$ cat src/rtl/alu_issue_ctrl.sv
// Issue controller for the combinational 32-bit ALU: request handshake in, registered ALU drive, captured response out.
// Optional sticky overflow flag built when ALU_ISSUE_STICKY_EN is defined.
module alu_issue_ctrl #(
  parameter int BUS_WIDTH = 32,
  parameter int CNT_WIDTH = 16
) (
  input  logic                 clk,
  input  logic                 rst,
  input  logic                 req_valid,
  output logic                 req_ready,
  input  logic [3:0]           req_opcode,
  input  logic [BUS_WIDTH-1:0] req_a,
  input  logic [BUS_WIDTH-1:0] req_b,
  output logic [3:0]           alu_opcode,
  output logic [BUS_WIDTH-1:0] alu_num_0,
  output logic [BUS_WIDTH-1:0] alu_num_1,
  input  logic [BUS_WIDTH-1:0] alu_num_out,
  input  logic                 alu_over,
  input  logic                 alu_zero,
  input  logic                 alu_greater,
  input  logic                 alu_equal,
  output logic                 rsp_valid,
  input  logic                 rsp_ready,
  output logic [BUS_WIDTH-1:0] rsp_data,
  output logic [3:0]           rsp_flags,
  output logic                 rsp_err,
  output logic [CNT_WIDTH-1:0] op_count
`ifdef ALU_ISSUE_STICKY_EN
  ,
  input  logic                 sticky_clr,
  output logic                 sticky_over
`endif
);

  typedef enum logic [1:0] {IDLE, EXEC, RESP} state_t;

  state_t                 state_q, state_d;
  logic [3:0]             alu_opcode_q, alu_opcode_d;
  logic [BUS_WIDTH-1:0]   num_0_q, num_0_d;
  logic [BUS_WIDTH-1:0]   num_1_q, num_1_d;
  logic                   err_q, err_d;
  logic [BUS_WIDTH-1:0]   rsp_data_q, rsp_data_d;
  logic [3:0]             rsp_flags_q, rsp_flags_d;
  logic                   rsp_err_q, rsp_err_d;
  logic [CNT_WIDTH-1:0]   op_count_q, op_count_d;
  logic                   legal_op;
  logic                   rsp_fire;

  always_comb begin
    case (req_opcode)
      4'b0000, 4'b0001, 4'b0010, 4'b0100, 4'b1000, 4'b0011: legal_op = 1'b1;
      default:                                              legal_op = 1'b0;
    endcase
  end

  assign rsp_fire = (state_q == RESP) && rsp_ready;

  always_comb begin
    state_d      = state_q;
    alu_opcode_d = alu_opcode_q;
    num_0_d      = num_0_q;
    num_1_d      = num_1_q;
    err_d        = err_q;
    rsp_data_d   = rsp_data_q;
    rsp_flags_d  = rsp_flags_q;
    rsp_err_d    = rsp_err_q;
    op_count_d   = op_count_q;
    case (state_q)
      IDLE: begin
        if (req_valid) begin
          num_0_d      = req_a;
          num_1_d      = req_b;
          // Illegal codes still exercise the ALU, but as NUL.
          alu_opcode_d = legal_op ? req_opcode : 4'b0000;
          err_d        = ~legal_op;
          state_d      = EXEC;
        end
      end
      EXEC: begin
        rsp_data_d   = alu_num_out;
        rsp_flags_d  = {alu_over, alu_zero, alu_greater, alu_equal};
        rsp_err_d    = err_q;
        alu_opcode_d = 4'b0000;
        state_d      = RESP;
      end
      RESP: begin
        if (rsp_ready) begin
          op_count_d = op_count_q + 1'b1;
          state_d    = IDLE;
        end
      end
      default: state_d = IDLE;
    endcase
  end

  always_ff @(posedge clk) begin
    if (rst) begin
      state_q      <= IDLE;
      alu_opcode_q <= '0;
      num_0_q      <= '0;
      num_1_q      <= '0;
      err_q        <= 1'b0;
      rsp_data_q   <= '0;
      rsp_flags_q  <= '0;
      rsp_err_q    <= 1'b0;
      op_count_q   <= '0;
    end else begin
      state_q      <= state_d;
      alu_opcode_q <= alu_opcode_d;
      num_0_q      <= num_0_d;
      num_1_q      <= num_1_d;
      err_q        <= err_d;
      rsp_data_q   <= rsp_data_d;
      rsp_flags_q  <= rsp_flags_d;
      rsp_err_q    <= rsp_err_d;
      op_count_q   <= op_count_d;
    end
  end

`ifdef ALU_ISSUE_STICKY_EN
  logic sticky_over_q, sticky_over_d;

  // A set on the handshake overrides a simultaneous clear.
  always_comb begin
    sticky_over_d = sticky_over_q;
    if (sticky_clr)
      sticky_over_d = 1'b0;
    if (rsp_fire && rsp_flags_q[3])
      sticky_over_d = 1'b1;
  end

  always_ff @(posedge clk) begin
    if (rst)
      sticky_over_q <= 1'b0;
    else
      sticky_over_q <= sticky_over_d;
  end

  assign sticky_over = sticky_over_q;
`else
  logic unused_fire;
  assign unused_fire = rsp_fire;
`endif

  assign req_ready  = (state_q == IDLE);
  assign rsp_valid  = (state_q == RESP);
  assign alu_opcode = alu_opcode_q;
  assign alu_num_0  = num_0_q;
  assign alu_num_1  = num_1_q;
  assign rsp_data   = rsp_data_q;
  assign rsp_flags  = rsp_flags_q;
  assign rsp_err    = rsp_err_q;
  assign op_count   = op_count_q;

endmodule

$ cat config.mk
export PLATFORM = sky130hd
export DESIGN_NAME = alu_issue_ctrl
export DESIGN_NICKNAME = d
export VERILOG_FILES = /design/src/rtl/alu_issue_ctrl.sv
export SDC_FILE = /design/constraint.sdc
export NUM_CORES = 1
export LEC_CHECK = 0
export ABC_AREA = 1
export CORE_ASPECT_RATIO = 0.6
export CORE_UTILIZATION = 41
export DETAILED_ROUTE_END_ITERATION = 6
export PLACE_DENSITY_LB_ADDON = 0.12
export SLEW_MARGIN = 20
export SYNTH_ARGS = -nofsm -noshare
export SYNTH_HDL_FRONTEND = slang
export SYNTH_SLANG_ARGS = --single-unit
$ cat constraint.sdc
create_clock -name clk -period 1.8 [get_ports clk]
set_input_delay 0.18 -clock clk [delete_from_list [all_inputs] [get_ports clk]]
set_output_delay 0.18 -clock clk [all_outputs]
set_load 0.1 [all_outputs]
[Word-level counts from Yosys, hierarchy flattened]
Index checks and enable logic that the tools add are counted.
Storage, ports and cells
  register bits: 124
  latch bits: 0
  bits in writable memories: 0
  ROM bits: 0
  input bits: 108
  output and inout port bits: 123
  word-level logic and storage cells: 35
  memories: 0
Cells by class
  $add $sub $neg: 1
  $mul: 0
  div/mod/pow operators: 0
  order comparisons: 0
  eq/ne operators: 9
  shift operators: 0
  mux-type cells: 7
  bitwise gates (word level): 1
  reduce and logical (&&, ||, !) cells: 8
Operators with widths (count)
  adder 16 x 1 -> 16 bit (second input constant): 1
  == test 4 x 2 -> 1 bit (second input constant): 2
  two-way mux 4 bit: 2
  case mux 4 bit (2 select lines): 1
  AND reduction 2 bit: 4
  case mux 2 bit (3 select lines): 1
  OR reduction 6 bit: 1
  == test 4 x 1 -> 1 bit (second input constant): 1
  == test 4 x 3 -> 1 bit (second input constant): 1
  == test 4 bit (second input constant): 1
  zero test 4 bit: 1
  two-way mux 2 bit: 2
  == test 2 x 1 -> 1 bit (second input constant): 1
  == test 2 bit (second input constant): 1
  zero test 2 bit: 1
  != test 2 x 1 -> 1 bit (second input constant): 1
  != test 2 bit (second input constant): 1
  nonzero test 2 bit: 1
  two-way mux 1 bit: 1
  NOT 1 bit: 1

[Longest topological paths before layout]
  depth after elaboration: 6
  gate-level depth with buffers: 9
  gate-level depth less buffers: 9

[Least setup slack after synthesis]
No wires, ideal clock.
  path kind: register -> register
  start: register op_count_q[0], in the netlist op_count[0]
  end: register op_count_q[10], in the netlist op_count[10]
  library setup time: 67 ps
  arrival time: 1988 ps
  required time: 1733 ps
  setup slack: -255 ps
  stages on the path, launching flop included: 7
  buffers on the path: 0
  period minus slack after synthesis: 2055 ps
  cells stage by stage: dfxtp_1 ha_1 nand3_1 nor2_4 nand3_1 xor2_1 nor2_1
On the way
  word-level cells in the longest chain between the ends: 1
Ends and longest elaborated chain
  start, declared: line 45  | logic [CNT_WIDTH-1:0] op_count_q, op_count_d;
  start signal, assigned: line 116  | op_count_q <= op_count_d;
  adder 16 x 1 -> 16 bit: line 88  | op_count_d = op_count_q + 1'b1;
No other way between the ends.
A chain may end at the register's enable or synchronous reset.

[Worst setup path in the final report]
  start: register state_q[1]
  end: register num_1_q[17], in the netlist alu_num_1[17]
On the way
  word-level cells in the longest chain between the ends: 2
Ends and longest elaborated chain
  start, declared: line 37  | state_t state_q, state_d;
  start signal, assigned: line 108  | state_q <= state_d;
  zero test 2 bit: line 68  | case (state_q)
  AND reduction 2 bit (no source line)
  end signal, assigned: line 111  | num_1_q <= num_1_d;
  end, declared: line 40  | logic [BUS_WIDTH-1:0] num_1_q, num_1_d;
No other way between the ends.

==> metrics.md <==
| Metric | Value |
|---|---|
| Result of the run | `finished, final reports clean` |
| Final period utilization | `87.19%` |
| Sum of overflow across all layers after global routing | `0` |
| Proportion of synthesized chip area in sequential cells | `54.73%` |
| CP top delay family | `buffers and inverters` |
| Cells after synthesis | `593` |
| Number of synthesis warnings | `0` |
| Wire length per cell after detailed routing | `13.69 um` |
| Cts hold-fix bufs | `0` |
| Initial detailed-routing violation count | `158` |
| Number of cells on the worst reg-to-reg path | `5` |
| Most area-hungry cell type in the Yosys netlist | `dfxtp_1` |
| RSZ-0062 raised after global routing | `false` |
| Total placed cells including tap cells | `937` |
| Number of global-route vias before repair | `4,427` |
| Crit. End Element | `flip-flop` |
| DRC violation count after routing | `0` |
| Number of cells on the critical path | `5` |
| Setup TNS | `0 ns` |
| Largest net degree at the start of global routing | `67` |
| Worst endpoint data arrival time | `1.91 ns` |
| TritonCTS clock tree | `built` |
| Vertical die dimension | `83.47 um` |
| Cell types occupying the most area after synthesis | `dfxtp_1 55%, nor2_1 19%, o21ai_0 10%` |
| Clock insertion delay at the later pin of the skew report | `0.41 ns` |
| Maximum root-to-sink buffer count | `2` |
| Share of the synthesized area in the top cell type | `54.73%` |
| Class of the worst hold path | `primary input to flip-flop` |
| Global-route wire length before repair | `21,090 um` |
| Die area | `11,500 um^2` |
| Number of distinct standard cells referenced by the synthesized netlist | `25` |
| Slowest cell delay on critical path | `0.48 ns` |
| Commonest cells after routing, fill and taps aside | `226 x nor2_1, 127 x buf_4, 117 x dfxtp_1` |
| CP required | `2.14 ns` |
| Count of max-cap constraint violations | `0` |
| Worst flop-to-flop path endpoint | `alu_num_1[17]$_SDFFE_PP0P_` |
| Total of cells resized after clock tree synthesis | `0` |
| List of cells traversed by the critical path | `nor2_4 -> nand2_2 -> buf_4 -> o21ai_0 -> nor2_1` |
| Post-route core utilization | `68.77%` |
| Launching point of the worst reg2reg path | `state_q[1]$_SDFFE_PP0P_` |
| Syn avg cell area | `7.649 um^2` |
| Count of state elements after synthesis | `124` |
| Critical hold path startpoint | `alu_num_out[24]` |
| Count of nets after finishing | `926` |
| Num ports | `231` |
| Leakage power | `3.305 nW` |
| Min Tclk post-route | `1.569 ns` |
| Post-synth net total | `702` |
| Routed vias | `4,610` |
| Relative slew slack | `58.12%` |
| Worst-path maximum fanout | `66` |
| Initial Util | `42.52%` |
| Routed wire length | `13,270 um` |
| Diodes inserted | `0` |
| Clock Root Buffer | `clkbuf_16` |
| Number of endpoints failing setup at the final stage | `0` |
| Worst IR Drop VDD | `870.1 uV` |
| Post-Syn Area | `4536 um^2` |
| Max frequency | `0.6372 GHz` |
| Worst Clk Skew | `0.006377 ns` |
| Standard cell with the maximum stage delay on the critical path | `buf_4` |
| Most frequent standard cell in the layout excluding fill and tap cells | `nor2_1` |
| Hold Vio Cnt, Final | `0` |
| H-tree lvl count | `4` |
| Total clock sinks | `124` |
| DPL Wire Length | `9335 um` |
| Critical setup path kind | `flip-flop to flip-flop` |
| Worst path buffer plus inverter count | `1` |
| Placeable core region | `10,670 um^2` |
| Syn-to-layout area delta | `61.74%` |
| Fraction of final layout cells with drive strength greater than 1 | `22.29%` |
| Rows | `29` |
| Count of final max-slew check failures | `0` |
| Cts bufs inserted | `17` |
| Worst Max-Slew Pin Slew | `0.6273 ns` |
| Setup repair bufs after CTS | `0` |
| Number of port buffers | `230` |
| Crit path capture | `alu_num_1[17]$_SDFFE_PP0P_` |
| Total power draw | `0.009246 W` |
| Power Density | `1260 nW/um^2` |
| Die Span X | `137.8 um` |
| Type of element launching the critical path | `flip-flop` |
| Final estimated routing congestion in global placement | `0.7752` |
| Global-route total usage across every layer | `23.65%` |
| Remaining antenna violation count after routing | `0` |
| Via density | `4.757` |
| Clock transition at the registers of the reported paths | `0.06 ns` |
| Pre-antenna DRT Iters | `4` |
| Non-filler instance count after layout | `969` |
| Slack of the worst reg-to-reg path | `0.23 ns` |
| Launching instance or port of the critical path | `state_q[1]$_SDFFE_PP0P_` |
| Number of antenna violations at the first check in global routing | `0` |
==> worst reg2reg max path: stages (launching register included) <==
cell and delay (ns):
dfxtp_1 0.46, nor2_4 0.09, nand2_2 0.08, buf_4 0.48
o21ai_0 0.25, nor2_1 0.14
==> metrics by stage <==
stage	setup WS (ns)	instance area [um^2]	hold slack, ns
4_1_cts	0.2338	7336	0.3386
5_1_grt	0.1151	7336	0.3619
2_1_floorplan	0.04081	4549	0.3149
3_3_place_gp	0.2166	6679	0.4411
3_5_place_dp	0.1898	6679	0.4614
6_report	0.2305	7336	0.3599
==> where the power goes <==
group	total (W)	internal [W]	leakage [nW]	switching, W
clock	0.00375	0.00250	0.312	0.00125
combinational	0.00245	0.000605	1.97	0.00184
sequential	0.00305	0.00295	1.02	0.000106
==> cells by family (layout without fill, tap and decap cells) <==
kind of cell / Yosys count / count (layout) / share of synthesized area (%)
and+or+nand+nor: 287 / 287 / 25.38
DFF: 124 / 124 / 54.73
xor gates and xnor gates: 3 / 3 / 0.5794
adders and majority gates: 1 / 1 / 0.2758
buffers and inverters: 57 / 294 / 5.627
AOI/OAI and AO/OA: 121 / 121 / 13.41
==> final cells by class <==
class,count,area (um^2)
Clock buffer,18,439.2
Clock inverter,14,217.7
Sequential cell,124,2491
Multi-Input combinational cell,412,1803
Tap cell,139,173.9
Fill cell,884,3332
Inverter,23,86.33
Timing Repair Buffer,239,2125
==> metal layers <==
layer | part of all wire (%) | global-route usage, %
met5 | 0 | 0
met1 | 43 | 27.55
met2 | 46 | 39.38
met4 | 2.3 | 10.08
met3 | 7.7 | 8.015
==> how the worst min path moves through the flow <==
stage / slack, ns / to / cells past startpoint
floorplan: 0.31 / rsp_data[12]$_SDFFE_PP0P_ / 2
global placement: 0.44 / op_count[4]$_SDFFE_PP0P_ / 1
detailed placement: 0.46 / alu_opcode[2]$_SDFFE_PP0P_ / 2
CTS: 0.34 / rsp_data[24]$_SDFFE_PP0P_ / 3
global route: 0.36 / rsp_flags[3]$_SDFFE_PP0P_ / 3
finish: 0.36 / rsp_data[24]$_SDFFE_PP0P_ / 3
==> synth_stat cells (all sizes together) <==
cell type and n:
nor2 232, dfxtp 124, o21ai 108, nand2 40, inv 23, buf 19, clkbuf 15, a21oi 12
nand3 8, nand4 5, xor2 2, and3 1, ha 1, nor3 1, o21a 1, xnor2 1
==> flip-flops by register name (all words and copies together), names as in the netlist <==
name        count
alu_num_0      32
rsp_flags       4
alu_num_1      32
rsp_err         1
state_q         2
alu_opcode      4
rsp_data       32
op_count       16
err_q           1
Note: power is estimated with default switching activity, not from simulation.
